$ cat config.mk
export PLATFORM = sky130hd
export DESIGN_NAME = mux_scan_nto1
export DESIGN_NICKNAME = d
export VERILOG_FILES = /design/src/rtl/mux_scan_nto1.sv
export SDC_FILE = /design/constraint.sdc
export NUM_CORES = 1
export LEC_CHECK = 0
export CORE_MARGIN = 2
export CORE_UTILIZATION = 40
export DETAILED_ROUTE_END_ITERATION = 8
export PLACE_DENSITY_LB_ADDON = 0.08
export SYNTH_ARGS = -nofsm -noshare
export SYNTH_HDL_FRONTEND = slang
export SYNTH_SLANG_ARGS = --single-unit
$ cat constraint.sdc
create_clock -name clock -period 3.3 [get_ports clock]
set_input_delay 0.495 -clock clock [delete_from_list [all_inputs] [get_ports clock]]
set_output_delay 0.495 -clock clock [all_outputs]
set_load 0.01 [all_outputs]
$ cat src/rtl/mux_scan_nto1.sv
`default_nettype none
// ============================================================================
// Module      : mux_scan_nto1
// Description : Registered N-channel, W-bit multiplexer with manual select
//               and prescaled auto-scan over an enable mask.
// Revision    : 1.0 - initial release
// ============================================================================

module mux_scan_nto1 #(
    parameter int WIDTH    = 4,
    parameter int CHANNELS = 4,
    parameter int SEL_W    = 2,
    parameter int DIV      = 50000000
) (
    input  logic                      clock,
    input  logic                      reset,
    input  logic [CHANNELS*WIDTH-1:0] data_in,
    input  logic [SEL_W-1:0]          sel,
    input  logic                      mode,
    input  logic [CHANNELS-1:0]       enable_mask,
    input  logic                      hold,
    output logic [SEL_W-1:0]          cur_sel,
    output logic [WIDTH-1:0]          data_out,
    output logic                      switch_pulse
);

    localparam int                c_pre_w      = (DIV > 1) ? $clog2(DIV) : 1;
    localparam logic [c_pre_w-1:0] c_pre_last  = c_pre_w'(DIV - 1);
    localparam logic [SEL_W:0]    c_chan_count = (SEL_W + 1)'(CHANNELS);

    logic [c_pre_w-1:0] r_prescaler;
    logic [c_pre_w-1:0] w_prescaler_next;
    logic               w_counting;
    logic               w_tick;
    logic [SEL_W:0]     w_probe;
    logic [SEL_W-1:0]   w_scan_sel;
    logic               w_scan_found;
    logic [SEL_W-1:0]   w_sel_next;
    logic [WIDTH-1:0]   w_chan [CHANNELS];

    genvar k;
    generate
        for (k = 0; k < CHANNELS; k++) begin : g_unpack
            assign w_chan[k] = data_in[k*WIDTH +: WIDTH];
        end
    endgenerate

    assign w_counting = mode & ~hold;
    assign w_tick     = w_counting && (r_prescaler == c_pre_last);

    always_comb begin
        w_prescaler_next = r_prescaler;
        if (!mode) begin
            w_prescaler_next = '0;
        end else if (!hold) begin
            if (w_tick) begin
                w_prescaler_next = '0;
            end else begin
                w_prescaler_next = r_prescaler + 1'b1;
            end
        end
    end

    // Circular search for the next enabled channel, starting one past the
    // current one; the current channel itself is never a candidate.
    always_comb begin
        w_probe      = '0;
        w_scan_sel   = cur_sel;
        w_scan_found = 1'b0;
        for (int i = 1; i < CHANNELS; i++) begin
            w_probe = {1'b0, cur_sel} + (SEL_W + 1)'(i);
            if (w_probe >= c_chan_count) begin
                w_probe = w_probe - c_chan_count;
            end
            if (!w_scan_found && enable_mask[w_probe[SEL_W-1:0]]) begin
                w_scan_found = 1'b1;
                w_scan_sel   = w_probe[SEL_W-1:0];
            end
        end
    end

    always_comb begin
        w_sel_next = cur_sel;
        if (!hold) begin
            if (!mode) begin
                if ({1'b0, sel} < c_chan_count) begin
                    w_sel_next = sel;
                end
            end else if (w_tick && w_scan_found) begin
                w_sel_next = w_scan_sel;
            end
        end
    end

    always_ff @(posedge clock) begin
        if (reset) begin
            r_prescaler  <= '0;
            cur_sel      <= '0;
            data_out     <= '0;
            switch_pulse <= 1'b0;
        end else begin
            r_prescaler  <= w_prescaler_next;
            cur_sel      <= w_sel_next;
            data_out     <= w_chan[cur_sel];
            switch_pulse <= (w_sel_next != cur_sel);
        end
    end

endmodule

`default_nettype wire

# Word-level counts from Yosys, hierarchy flattened

Index checks and enable logic that the tools add are counted.

Bits in registers: 33
Input port bits: 26
Output and inout port bits: 7

Add/subtract/negate cells: 7
Magnitude comparators: 7
Equal/unequal tests: 2
Mux-type cells: 22
Bitwise logic cells: 4
Reduce and logical (&&, ||, !) cells: 7

Operators with widths:

| cell                  | number |
|---|---|
| $add 26x1->26 const B | 1 |
| $eq 26x26->1 const B  | 1 |
| $mux 26               | 1 |
| $mux 2                | 9 |
| $ge 3x3->1 const B    | 4 |
| $lt 2x3->1 const B    | 3 |
| $bmux 4 s2            | 1 |
| $mux 4                | 2 |
| $add 2x2->3 const B   | 2 |
| $bmux 1 s2            | 3 |
| $mux 1                | 6 |
| $sub 2x1->2 const B   | 3 |
| $logic_and 1x1->1     | 4 |
| $add 2x1->3 const B   | 1 |
| $not 2->3             | 1 |
| $logic_not 1->1       | 2 |
| $ne 2x2->1            | 1 |
| $not 1->1             | 2 |
| $reduce_or 2->1       | 1 |
| $and 1x1->1           | 1 |

# Longest topological paths before layout

Gate-level depths: netlist of the first run.

Depth in word-level cells: 17
Gate-level depth with buffers: 7
Mapped depth without buffers: 6

# Worst setup path before layout of the first run

Ideal clock, no wire load.

Path kind: input to register
From: in hold
To: reg r_prescaler[12]
Setup time: 0.116 ns
Arrival time: 1.703 ns
Setup slack: 1.481 ns
Cell stages on the path: 7
Buffers on the path: 2
Path through: buf_6 > and3b_2 > nand2_1 > nor4_4 > nand3b_4 > buf_6 > nor2_1

Word-level cells in the longest chain between the ends: 4

Ends and longest elaborated chain:

| element              | RTL line | text |
|---|---|---|
| start, declared      | 21       | `input logic hold,` |
| $not 1->1            | 48       | `assign w_counting = mode & ~hold;` |
| $and 1x1->1          | 48       |  |
| $logic_and 1x1->1    | 49       | `assign w_tick = w_counting && (r_prescaler == c_pre_last);` |
| $mux 26              | 56       | `if (w_tick) begin` |
| end signal, assigned | 102      | `r_prescaler <= w_prescaler_next;` |
| end, declared        | 31       | `logic [c_pre_w-1:0] r_prescaler;` |

Several ways; a longest one is shown, not always the timed one.
A chain may end at the register's enable or synchronous reset.

# Worst setup path in the final report of the first run

From: in hold
To: reg r_prescaler[19]

Same word-level chain as after synthesis.

==> results of run 1 <==
[worst paths after layout]
check	startpoint	to	slack, ps
max reg2reg	cur_sel[1]	cur_sel[0]	1400
min	r_prescaler[25]	r_prescaler[25]	520
min reg2reg	r_prescaler[25]	r_prescaler[25]	520
max	hold	r_prescaler[19]	1090
[synth_stat cells]
| cell | number |
|---|---|
| nor2_1 | 38 |
| dfxtp_1 | 33 |
| xnor2_1 | 17 |
| nand2_1 | 14 |
| xor2_1 | 10 |
| nand4_1 | 9 |
| nor3_1 | 7 |
| and2_1 | 6 |
| a21oi_1 | 5 |
| and3_1 | 4 |
| buf_2 | 4 |
| inv_1 | 4 |
| mux4_2 | 4 |
| buf_6 | 3 |
| nand3_1 | 3 |
| and4_1 | 2 |
| and4bb_2 | 2 |
| mux2i_1 | 2 |
| nand2b_1 | 2 |
| nor2b_1 | 2 |
| o21ai_0 | 2 |
| a211oi_1 | 1 |
| a21boi_0 | 1 |
| a22o_1 | 1 |
| a22oi_1 | 1 |
| a2bb2oi_1 | 1 |
| a32o_1 | 1 |
| a32oi_1 | 1 |
| a41o_1 | 1 |
| and3b_1 | 1 |
| and3b_2 | 1 |
| and4b_1 | 1 |
| clkbuf_1 | 1 |
| ha_1 | 1 |
| nand3b_4 | 1 |
| nor3b_1 | 1 |
| nor4_1 | 1 |
| nor4_4 | 1 |
| nor4b_2 | 1 |
[through the flow]
| stage | worst slack [ps] | utilization |
|---|---|---|
| global placement | 854 | 0.502 |
| global route | 944 | 0.523 |
| floorplan | 1480 | - |
| finish | 1090 | 0.523 |
| detailed placement | 769 | 0.502 |
| CTS | 1080 | 0.523 |
[state kept, by name (all words and copies together) (netlist names)]
signal and cells:
cur_sel 2, r_prescaler 26, switch_pulse 1, data_out 4
[critical path, stage by stage]
cell,delay (ps)
clkdlybuf4s50_1,560
and3b_2,350
nand2_1,120
nor4_4,360
nand3b_4,390
nor2_1,90
[final cells by class]
type / count / share of cell area
Timing Repair Buffer: 32 / 0.150
Clock inverter: 3 / 0.00819
Inverter: 4 / 0.00702
Clock buffer: 5 / 0.0322
Multi-Input combinational cell: 146 / 0.465
Tap cell: 50 / 0.0293
Sequential cell: 33 / 0.309
[power by group through the flow]
stage	Clock (mW)	Sequential (mW)	Combinational [mW]
2_1_floorplan	0	0.420	0.0443
3_3_place_gp	0	0.423	0.0875
3_5_place_dp	0	0.423	0.0887
4_1_cts	0.306	0.414	0.0890
5_1_grt	0.327	0.415	0.0957
6_report	0.296	0.414	0.0881
[cell families (layout without fill, tap and decap cells)]
group | Yosys count | after routing | share of synthesized area
flip-flops | 33 | 33 | 0.383
adder cells (fa/ha/maj) | 1 | 1 | 0.00725
AO/OA/AOI/OAI | 15 | 15 | 0.0602
multiplexers | 6 | 6 | 0.0638
AND/OR/NAND/NOR | 97 | 97 | 0.307
buffers and inverters | 12 | 44 | 0.0420
XOR/XNOR | 27 | 27 | 0.137
[layer usage]
| layer | global-route usage | wire length, µm | share of wire | vias to the layer above |
|---|---|---|---|---|
| li1 | - | - | - | 723 |
| met1 | 0.197 | 1680 | 0.45 | 704 |
| met2 | 0.278 | 1870 | 0.51 | 18 |
| met3 | 0.0422 | 109 | 0.030 | 4 |
| met4 | 0.0491 | 32 | 0.0087 | 0 |
| met5 | 0 | 0 | 0 | - |
==> impl_metrics.toml, run 1 <==
[run_status]
status = "complete, no violations"

[power]
power.density_mw_per_mm2 = 373
power_frac_clock = 0.371
pwr-share-comb = 0.110
intPower_mw = 0.607
p_leak_nw = 0.739
vdd_ir_drop_max_mv = 0.353
p_sw_frac = 0.239
p_switching_mw = 0.191
fin_total_pwr_mw = 0.798
seqPwrFrac = 0.519

[sta]
worst_pin_slew_ps = 602
setup_viol = 0
final.min_clock_period_ps = 2210
drv_slew = 0
setup_tns_ps = 0
period_share = 0.669
fmax_mhz = 453
max_slew_margin = 0.598
final-hold-violation-count = 0
whs_ps = 518
fin_skew_ps = 5.21
rsz0062_at_grt = "no"

[yosys]
synth_area_leader_cell = "dfxtp_1"
yosysWarnings = 0
ys_types = 39
synth_fp_nets = 218
synth_seq_area_share = 0.383
synth-seq-cells = 33
ys_top_cells_by_area = "dfxtp_1 (38%), xnor2_1 (8.6%), nor2_1 (8.3%), mux4_2 (5.2%), xor2_1 (5.1%)"
synthCells = 191
synth_top_area_frac = 0.383
postSynthAreaPerCell_um2 = 9.04
synthesis.area_mm2 = 0.00173

[layout]
drive_gt1_frac = 0.0807
nFillCells = 365
finalInstanceArea_mm2 = 0.00214
area_growth_pct = 23.8
diodes = 0
multi_input_area_um2 = 993
final_cell_mix = "nor2_1 (38), dfxtp_1 (33), clkdlybuf4s50_1 (32)"
final_nets = 249
register_area_um2 = 661
layout_commonest_cell = "nor2_1"
stdcell_count = 273

[worst_setup_path]
ff2ff_path_depth = 5
crit_type = "primary input to register"
arrival_ps = 2370
startpoint_type = "primary input"
end_kind = "register"
path_max_fanout = 26
worstPathRequired_ps = 3460

[placed_design]
place_congestion = 0.809
placed_area_mm2 = 0.00205
numPortBuffers = 32
hpwl_um = 2800
dp_cells = 265

[grt]
grt_pass1_vias = 1431
antenna_found_initial = 0
grt_pass1_wl_um = 6420
grt_remaining_overflow = 0
grt_max_degree = 27
grt_usage = 0.161

[floorplanning]
pin_count = 33
start_util = 0.423
die_x_um = 69.7
rows = 23
die_h_um = 69.7
dieArea_mm2 = 0.00486
core_area_mm2 = 0.00409

[routing]
post-route-drc-count = 0
num_vias = 1449
drt-initial-drc-count = 75
routed_wl_um = 3690
drtAntennaViolNets = 0
routedWlPerCell_um = 13.5
drtPass1Iterations = 4
vias_per_cell = 5.31

[cts]
numClockSinks = 33
clk_pin_slew_ps = 70
cts_setup_buffers = 0
cts_root_buffer = "clkbuf_8"
clock_latency_ps = 280
cts_inserted_buffers = 5
hold_buffers = 0
cts_tree = "done"
clock_path_buffers = 2
cts-htree-levels = 2
cts_resized = 0

[min_path]
hold_depth = 2
hold_class = "register to register"

[run]
cap_viol_max_count = 0
Note: power is estimated with default switching activity, not from simulation.
==> run 2: changes to the inputs <==
==> constraint.sdc (replaced) <==
create_clock -name clock -period 2.1 [get_ports clock]
set_input_delay 0.315 -clock clock [delete_from_list [all_inputs] [get_ports clock]]
set_output_delay 0.315 -clock clock [all_outputs]
set_load 0.01 [all_outputs]
==> impl_metrics.toml, run 2 (synthesis results as in run 1) <==
[run_status]
status = "complete, no violations"

[routing]
drtAntennaViolNets = 0
num_vias = 1451
post-route-drc-count = 0
vias_per_cell = 5.09
drt-initial-drc-count = 29
drtPass1Iterations = 4
routed_wl_um = 3630
routedWlPerCell_um = 12.7

[worst_setup_path]
arrival_ps = 1560
worstPathRequired_ps = 1780
end_kind = "primary output"
startpoint_type = "register"
path_max_fanout = 11
crit_type = "register to primary output"
reg2reg_setup_slack_ps = 360

[placed_design]
hpwl_um = 2750
numPortBuffers = 32
place_ws_ps = 18.3
place_congestion = 0.850

[layout]
drive_gt1_frac = 0.123
layout_commonest_cell = "nor2_1"
reg_top3 = "r_prescaler (26), data_out (4), cur_sel (2)"
postLayoutCoreUtil = 0.553
max_flop_register = "r_prescaler"
diodes = 0
nFillCells = 373
largest_reg_flops = 26
final_cell_mix = "nor2_1 (38), dfxtp_1 (33), clkdlybuf4s50_1 (32)"
final_nets = 261
area_growth_pct = 30.8

[cts]
cts_inserted_buffers = 5
cts_setup_buffers = 0
cts_root_buffer = "clkbuf_8"
clock_latency_ps = 280
cts-htree-levels = 2
cts_resized = 0
hold_buffers = 0
numClockSinks = 33
cts_tree = "done"
clock_path_buffers = 2
clk_pin_slew_ps = 70

[floorplanning]
start_util = 0.423
core_area_mm2 = 0.00409
die_h_um = 69.7
rows = 23
pin_count = 33
die_x_um = 69.7
dieArea_mm2 = 0.00486

[grt]
grt_pass1_vias = 1517
antenna_found_initial = 0
grt_usage = 0.159
grt_remaining_overflow = 0
grt_pass1_wl_um = 6290
grt_max_degree = 27

[power]
p_leak_nw = 0.814
fin_total_pwr_mw = 1.42
power.density_mw_per_mm2 = 627
vdd_ir_drop_max_mv = 0.294

[sta]
setup_tns_ps = 0
fin_skew_ps = 3.17
max_slew_margin = 0.787
timing.final.ws_setup_ps = 220
rsz0062_at_grt = "no"
period_share = 0.895
setup_viol = 0
final-hold-violation-count = 0
final.min_clock_period_ps = 1880
worst_pin_slew_ps = 318
drv_slew = 0
fmax_mhz = 532

[run]
cap_viol_max_count = 0

[min_path]
hold_class = "register to register"
[run 2: cell types whose count changed in the layout (fill, tap and decap cells not counted)]
cell / delta
bufinv_16: +1
clkbuf_8: +1
buf_4: +12
clkinv_2: -2
clkbuf_1: +1
clkinvlp_4: -1
[run 2: cell type report]
type / count / area, µm² / share of cell area
clock buffers: 7 / 86.3 / 0.0382
clock inverters: 1 / 30.0 / 0.0133
inverters: 4 / 15.0 / 0.00665
multi-input cells: 146 / 993 / 0.440
flip-flops and latches: 33 / 661 / 0.293
well taps: 50 / 62.6 / 0.0277
repair buffers: 44 / 410 / 0.182
[run 2: routing by layer]
metal,share of wire,track usage,vias to the layer above
met4,0.010,0.0556,0
met1,0.47,0.180,684
met2,0.50,0.288,17
met5,0,0,-
li1,-,-,746
met3,0.023,0.0392,4
[run 2: critical path, cell delays in order, from the launching register on]
cell,delay [ps]
dfxtp_1,500
buf_4,240
clkdlybuf4s50_1,550
[run 2: stage by stage]
step | instance area, µm² | cells | hold slack, ps
6_report | 2260 | 285 | 527
5_1_grt | 2260 | 285 | 561
4_1_cts | 2260 | 285 | 526
3_5_place_dp | 2140 | 277 | 498
3_3_place_gp | 2140 | 277 | 493
2_1_floorplan | 1730 | 191 | 384
[run 2: final timing paths]
check / cells past startpoint / end / from
worst max register to register: 6 / r_prescaler[3] / r_prescaler[0]
worst max-delay path: 2 / cur_sel[1] / cur_sel[1]
worst min register to register: 2 / r_prescaler[23] / r_prescaler[23]
worst min-delay path: 2 / r_prescaler[23] / r_prescaler[23]
[run 2: where the power goes]
group	switching (mW)	internal, mW	total (mW)
logic	0.0587	0.0972	0.156
clock network	0.229	0.387	0.616
registers	0.00711	0.637	0.644
total	0.295	1.12	1.42
==> run 3: changes to the inputs <==
--- a/config.mk
+++ b/config.mk
@@ -6,7 +6,7 @@
 export NUM_CORES = 1
 export LEC_CHECK = 0
 export CORE_MARGIN = 2
-export CORE_UTILIZATION = 40
+export CORE_UTILIZATION = 51
 export DETAILED_ROUTE_END_ITERATION = 8
 export PLACE_DENSITY_LB_ADDON = 0.08
 export SYNTH_ARGS = -nofsm -noshare
==> impl_metrics.toml, run 3 (synthesis results as in run 1) <==
[run_status]
status = "complete, no violations"

[placed_design]
hpwl_um = 2690
place_ws_ps = -28.2
numPortBuffers = 32
place_congestion = 0.784
placed_area_mm2 = 0.00210
dp_cells = 268

[floorplanning]
die_x_um = 62.2
pin_count = 33
core_area_mm2 = 0.00328
start_util = 0.526
die_h_um = 62.2
rows = 21
dieArea_mm2 = 0.00387

[worst_setup_path]
r2r_start = "r_prescaler[0]"
end_kind = "primary output"
arrival_ps = 1620
critPathMaxStageDelay_ps = 540
path_delay_family = "buffers and inverters"
crit_type = "register to primary output"
cp_slowest_cell = "clkdlybuf4s50_1"
reg2reg_setup_slack_ps = 280
crit_chain = "buf_4 -> clkdlybuf4s50_1"
crit_start = "cur_sel[0]"
path_depth = 2
ff2ff_path_depth = 6
r2r_end = "r_prescaler[0]"
cp-endpoint = "cur_sel[0]"
worstPathRequired_ps = 1780
startpoint_type = "register"
critical_path_buf_inv_count = 2
path_max_fanout = 8

[sta]
final-hold-violation-count = 0
timing.final.ws_setup_ps = 167
period_share = 0.920
drv_slew = 0
fmax_mhz = 517
rsz0062_at_grt = "no"
fin_skew_ps = 13.8
setup_viol = 0
final.min_clock_period_ps = 1930
max_slew_margin = 0.770
setup_tns_ps = 0
whs_ps = 525
worst_pin_slew_ps = 344

[min_path]
hold_class = "register to register"

[cts]
clock_path_buffers = 2
numClockSinks = 33
cts_setup_buffers = 0
cts_inserted_buffers = 5
cts-htree-levels = 2
cts_root_buffer = "clkbuf_4"
clock_latency_ps = 340
cts_resized = 0
cts_tree = "done"
hold_buffers = 0
clk_pin_slew_ps = 100

[layout]
reg_top3 = "r_prescaler (26), data_out (4), cur_sel (2)"
finalInstanceArea_mm2 = 0.00218
diodes = 0
layout_commonest_cell = "nor2_1"
postLayoutCoreUtil = 0.665
stdcell_count = 276
final_nets = 256
max_flop_register = "r_prescaler"
final_cell_mix = "nor2_1 (38), dfxtp_1 (33), clkdlybuf4s50_1 (32)"
area_growth_pct = 26.5
drive_gt1_frac = 0.104
nFillCells = 284
largest_reg_flops = 26

[routing]
vias_per_cell = 5.24
num_vias = 1447
drt-initial-drc-count = 93
drtPass1Iterations = 4
post-route-drc-count = 0
routedWlPerCell_um = 12.6
routed_wl_um = 3480
drtAntennaViolNets = 0

[grt]
grt_remaining_overflow = 0
grt_max_degree = 27
grt_usage = 0.195
antenna_found_initial = 0
grt_pass1_wl_um = 6150
grt_pass1_vias = 1532

[power]
fin_total_pwr_mw = 1.29
p_leak_nw = 0.776
power.density_mw_per_mm2 = 593
vdd_ir_drop_max_mv = 0.304

[run]
cap_viol_max_count = 0
[run 3: changes by cell type in the layout (fill, tap and decap cells not counted)]
cell / change
buf_4: -5
clkbuf_4: +5
clkbuf_8: -5
[run 3: tightest hold or removal path, cell delays in order, from the launching register on]
cell and delay [ps]:
dfxtp_1 360, xnor2_1 70, nor2_1 70
[run 3: power breakdown]
part	switching [mW]	internal, mW
logic	0.0552	0.0946
registers	0.00902	0.636
clock network	0.215	0.284
[run 3: metal layers]
layer | track usage | wire, µm | vias to the layer above
li1 | - | - | 733
met1 | 0.216 | 1500 | 669
met2 | 0.364 | 1770 | 42
met3 | 0.0562 | 175 | 3
met4 | 0.0528 | 38 | 0
met5 | 0 | 0 | -
[run 3: cell type report]
cell class	instances	area (µm²)	area share
Tap cell	46	57.6	0.0263
Clock inverter	1	30.0	0.0137
Multi-Input combinational cell	146	993	0.455
Timing Repair Buffer	39	373	0.171
Inverter	4	15.0	0.00687
Clock buffer	7	55.1	0.0252
Sequential cell	33	661	0.302
[run 3: worst min-delay path by stage]
stage / from / endpoint / cells after the start
after global placement: r_prescaler[25] / r_prescaler[25] / 2
after detailed placement: r_prescaler[5] / r_prescaler[5] / 2
after global routing: r_prescaler[23] / r_prescaler[23] / 2
after CTS: r_prescaler[5] / r_prescaler[5] / 2
after floorplan: reset / switch_pulse / 1
final: r_prescaler[5] / r_prescaler[5] / 2
